--- src/rtl/complex_row_writer.sv ---
// rtl/complex_row_writer.sv - packs a serial complex sample stream into N-lane RAM rows, one frame per start
module complex_row_writer #(
    parameter int BIT_WIDTH  = 11,
    parameter int ADDR_WIDTH = 11,
    parameter int f          = 77,
    parameter int N          = 16
) (
    input  logic                                clk,
    input  logic                                rst,
    input  logic                                start,
    input  logic [ADDR_WIDTH-1:0]               base_addr,
    input  logic                                in_valid,
    output logic                                in_ready,
    input  logic [BIT_WIDTH-1:0]                in_r,
    input  logic [BIT_WIDTH-1:0]                in_i,
    input  logic                                in_last,
    output logic                                we,
    output logic [ADDR_WIDTH-1:0]               write_address,
    output logic [N-1:0][2*BIT_WIDTH-1:0]       wr_data,
    output logic                                busy,
    output logic                                done,
    output logic [ADDR_WIDTH:0]                 rows_written
);

    localparam int CW = 2 * BIT_WIDTH;
    localparam int LW = (N > 1) ? $clog2(N) : 1;
    localparam logic [ADDR_WIDTH:0] FRAME_LAST = (ADDR_WIDTH + 1)'(f * N - 1);

    typedef enum logic [1:0] {IDLE, FILL, FLUSH, DONE} state_t;

    state_t                 state;
    state_t                 state_nxt;
    logic [LW-1:0]          lane_cnt;
    logic [N-1:0][CW-1:0]   row_buf;
    logic [N-1:0][CW-1:0]   row_out;
    logic [ADDR_WIDTH-1:0]  row_ptr;
    logic                   xfer;
    logic                   row_done;
    logic                   frame_end;

    assign xfer      = in_valid && in_ready;
    assign row_done  = xfer && ((lane_cnt == LW'(N - 1)) || in_last);
    assign frame_end = row_done && (in_last || (rows_written == FRAME_LAST));
    assign busy      = (state == FILL) || (state == FLUSH);
    assign done      = (state == DONE);

    always_ff @(posedge clk) begin
        if (rst) begin
            state <= IDLE;
        end else begin
            state <= state_nxt;
        end
    end

    always_comb begin
        state_nxt = state;
        case (state)
            IDLE:    if (start) state_nxt = FILL;
            FILL:    if (frame_end) state_nxt = FLUSH;
            FLUSH:   state_nxt = DONE;
            default: state_nxt = IDLE;
        endcase
    end

    // Completed row: buffered lanes, the completing sample, zeros above it.
    always_comb begin
        row_out = '0;
        for (int j = 0; j < N; j++) begin
            if (LW'(j) < lane_cnt) begin
                row_out[j] = row_buf[j];
            end else if (LW'(j) == lane_cnt) begin
                row_out[j] = {in_r, in_i};
            end
        end
    end

    always_ff @(posedge clk) begin
        if (rst) begin
            in_ready      <= 1'b0;
            we            <= 1'b0;
            write_address <= '0;
            wr_data       <= '0;
            row_buf       <= '0;
            lane_cnt      <= '0;
            row_ptr       <= '0;
            rows_written  <= '0;
        end else begin
            in_ready <= (state_nxt == FILL);
            we       <= row_done;
            if (state == IDLE && start) begin
                row_ptr      <= base_addr;
                lane_cnt     <= '0;
                rows_written <= '0;
            end
            if (xfer) begin
                row_buf[lane_cnt] <= {in_r, in_i};
                lane_cnt          <= row_done ? '0 : lane_cnt + 1'b1;
            end
            if (row_done) begin
                wr_data       <= row_out;
                write_address <= row_ptr;
                row_ptr       <= row_ptr + 1'b1;
                rows_written  <= rows_written + 1'b1;
            end
        end
    end

endmodule

--- config.mk ---
export PLATFORM = sky130hd
export DESIGN_NAME = complex_row_writer
export DESIGN_NICKNAME = d
export VERILOG_FILES = /design/src/rtl/complex_row_writer.sv
export SDC_FILE = /design/constraint.sdc
export NUM_CORES = 2
export LEC_CHECK = 0
export BUFFER_PORTS_ARGS = -buffer_cell sky130_fd_sc_hd__buf_2
export CAP_MARGIN = 0
export CORE_MARGIN = 1.5
export CORE_UTILIZATION = 51
export DETAILED_ROUTE_END_ITERATION = 10
export PLACE_DENSITY = 0.71
export SYNTH_ARGS = -nofsm -noshare
export SYNTH_HDL_FRONTEND = slang
export SYNTH_SLANG_ARGS = --single-unit
--- constraint.sdc ---
create_clock -name clk -period 2 [get_ports clk]
set_clock_uncertainty 0.05 [all_clocks]
set_input_delay 0.3 -clock clk [delete_from_list [all_inputs] [get_ports clk]]
set_output_delay 0.3 -clock clk [all_outputs]
set_load 0.01 [all_outputs]
==> summary.txt <==
Synthesis
  – Post-synth EDFFs: 0
  – Yosys reg bits: 724
  – Post-synthesis sequential area ratio: 50.60%
  – Syn Area/Cell: 8.071 um^2
  – Syn Std Cell Area: 28,640 um^2
  – YS warnings: 0
  – Asr flop ratio synth: 0%
  – Synthesized Nets: 3,597
  – Primary FF master, synth: dfxtp_1
  – Post-synthesis cell count: 3,549
  – Post-synth cell types: 53

CTS
  – H-tree Lvls: 3
  – TritonCTS buffer count: 75
  – CTS clk-pin slew, worst paths: 0.07 ns
  – TritonCTS Sinks: 724
  – Root Buffer: clkbuf_16
  – Clock Latency Late Sink: 0.61 ns
  – CTS max path bufs: 3
  – CTS tree: built

Placed design
  – Cell area after placement: 32,990 um^2
  – Post-placement setup slack: 0.003665 ns
  – Final RePlAce weighted congestion: 0.8613
  – Final HPWL DP: 61,650 um
  – Placed Cells: 4,559
  – IO buf count: 416

Worst setup path
  – FF-to-FF End: wr_data[351]
  – Crit-path max FO: 54
  – Reg2Reg Setup Slack: 0.04 ns
  – Crit Path Class: flop to flop
  – WP data required: 2.43 ns
  – CP endpoint kind: flop
  – Reg2Reg Depth: 8
  – Crit path DAT: 2.39 ns
  – Reg2reg start: lane_cnt[0]
  – CP startpoint kind: flop

Drt
  – WL per Instance: 20.66 um
  – Remaining antenna violation count: 0
  – DRT Wirelength: 97,520 um
  – DRT iter0 DRCs: 3,218
  – Via/cell ratio: 5.916
  – Vias: 27,922
  – Pre-Repair DR Iteration Count: 6
  – # DRC: 0

Final layout
  – Number of diodes: 0
  – Post-layout util: 65.12%
  – Layout cells sized above 1: 20.54%
  – Area Growth Syn to Fin: 25.73%
  – Layout net count: 3,961
  – Final std cells w/o fill: 4,720
  – Fin area: 36,020 um^2

STA
  – Min Tclk post-route: 1.962 ns
  – Slew Viols, Final: 0
  – Max-slew headroom: 53.15%
  – Hold Vio Cnt, Final: 0
  – FMAX: 509.6 MHz
  – Worst Max-Slew Pin Slew: 0.7001 ns
  – Final setup margin: 0.03756 ns
  – Final setup viols: 0
  – Period utilisation layout: 98.12%

Run status
  – Outcome: completed

Pwr
  – Sequential power share: 45.9%
  – Pwr dens: 913.3 nW/um^2
  – Clk network pwr share: 44.9%
  – Internal Power: 0.02483 W
  – Net Sw Frac: 24.51%
  – NetSw: 0.008061 W
  – Lkg Pwr: 14.10 nW
  – Worst-case vdd ir drop: 673.6 uV
  – Comb power frac: 9.1%

Die
  – Total I/O pin count: 417
  – DIE HEIGHT: 240.0 um
  – Row count: 86
  – Die ar.: 57,600 um^2
  – Starting Density: 51.79%
  – Die width: 240.0 um
  – Core box area: 55,310 um^2

GRT
  – Most Crowded Layer GR: met2
  – Gr ovfl total: 0
  – Vias in the first global route: 24,767
  – GR Util met1: 45.63%
  – Largest net degree at the start of global routing: 73
  – Initial antenna violation count: 1
  – Met2 global-route usage: 50.07%
  – Met3 Use GR: 5.281%
  – GRT Total Usage: 32.37%
  – First-pass GRT wire length: 146,100 um

Min path
  – Hold WC Path Type: primary input to flop
  – Hold_sp: in_i[7]
  – Worst Hold Depth: 3
  – Worst Hold Endpoint: row_buf[73]

Run
  – # Max-Cap Violations: 0
==> logic make-up (layout without fill, tap and decap cells) <==
logic type,Yosys count,in the layout,synth area share (%)
muxes,44,44,1.538
and+or+nand+nor,1565,1565,23.12
buffers and inverters,403,826,5.875
DFF,724,724,50.60
AOI/OAI and AO/OA,803,803,18.43
adders and majority gates,10,10,0.4368
==> Yosys cell counts, drive strengths merged (4+ instances only) <==
| master | number | area share, % |
|---|---|---|
| a211oi | 52 | 1.4 |
| a21oi | 382 | 6.7 |
| a221oi | 177 | 5.4 |
| a22oi | 23 | 0.60 |
| a311oi | 92 | 2.8 |
| a31oi | 5 | 0.13 |
| and2 | 9 | 0.20 |
| and3 | 52 | 1.1 |
| buf | 147 | 2.5 |
| clkbuf | 247 | 3.2 |
| dfxtp | 724 | 51 |
| ha | 10 | 0.44 |
| inv | 9 | 0.12 |
| mux2i | 44 | 1.5 |
| nand2 | 728 | 9.5 |
| nand2b | 5 | 0.11 |
| nand3 | 93 | 1.6 |
| nor2 | 394 | 5.2 |
| nor3 | 231 | 4.0 |
| nor4 | 26 | 0.57 |
| o21ai | 56 | 0.98 |
| or3 | 4 | 0.087 |
==> routing by layer <==
layer	vias to the layer above	share of wire (%)
li1	13107	-
met1	13323	42
met2	1304	46
met3	188	9.0
met4	0	3.0
met5	-	0
==> repair_timing <==
action | 4_1_cts | 5_1_grt
cloned | 0 | 4
setup endpoints to repair | 16 | 329
gates resized for setup | 2 | 27
hold endpoints to repair | 20 | 0
hold buffers | 17 | 0
buffers inserted | 0 | 4
pin swaps | 0 | 1
==> cell type report <==
type / instances / area [um^2]
fill: 4738 / 19290
timing repair buffer: 681 / 5358
clock buffer: 112 / 2268
multi-input combinational: 2422 / 12580
sequential: 724 / 14500
tap: 748 / 935.9
inverter: 9 / 33.78
clock inverter: 24 / 339.1
==> state kept, by name (all words and copies together) (netlist names) <==
| name | flops |
|---|---|
| wr_data | 352 |
| rows_written | 12 |
| row_buf | 330 |
| lane_cnt | 4 |
| row_ptr | 11 |
| in_ready | 1 |
| state | 2 |
| write_address | 11 |
| we | 1 |
==> critical path: stages, from the launching register on <==
cell	delay, ns
dfxtp_2	0.34
ha_4	0.19
buf_16	0.18
and3_4	0.22
buf_4	0.16
and2_0	0.19
buf_12	0.17
a22oi_1	0.23
nor2_1	0.08
==> worst max path at each step <==
stage                 from            to  slack (ns)  cells past startpoint
4_1_cts        lane_cnt[0]  wr_data[331]       0.005                      8
5_1_grt        lane_cnt[0]  wr_data[292]      -0.002                      8
2_1_floorplan  lane_cnt[1]  wr_data[265]       -0.03                     10
3_5_place_dp   lane_cnt[0]  wr_data[287]       0.004                      7
3_3_place_gp   lane_cnt[1]   wr_data[11]        0.04                      7
6_report       lane_cnt[0]  wr_data[351]        0.04                      8
==> per-stage QoR <==
step	setup TNS, ns	hold WS [ns]	power [W]
6_report	0	0.03522	0.03289
3_5_place_dp	0	0.3918	0.01830
3_3_place_gp	0	0.3887	0.01827
5_1_grt	-0.001640	0.04334	0.03390
2_1_floorplan	-0.7678	0.3829	0.01691
4_1_cts	0	0.007862	0.03293
==> power by group through the flow <==
stage | Combinational (W) | Sequential, W | Clock, W
CTS | 0.00292 | 0.0151 | 0.0149
global route | 0.00321 | 0.0151 | 0.0155
global placement | 0.00285 | 0.0154 | 0
detailed placement | 0.00288 | 0.0154 | 0
floorplan | 0.00140 | 0.0155 | 0
finish | 0.00300 | 0.0151 | 0.0148
==> cell usage in the layout (no fill, tap or decap), drive strengths merged, types with 5 or more instances in the layout <==
| master | count |
|---|---|
| mux2i | 44 |
| nor3 | 231 |
| a21oi | 382 |
| ha | 10 |
| clkbuf | 116 |
| inv | 11 |
| a22oi | 23 |
| nand2 | 728 |
| a221oi | 177 |
| and3 | 52 |
| dlygate4sd3 | 17 |
| nor4 | 26 |
| buf | 660 |
| o21ai | 56 |
| and2 | 9 |
| a311oi | 92 |
| a31oi | 5 |
| nand3 | 93 |
| nand2b | 5 |
| clkinv | 11 |
| nor2 | 394 |
| bufinv | 8 |
| a211oi | 52 |
| dfxtp | 724 |
No activity file was read; power rests on OpenSTA's default activity.
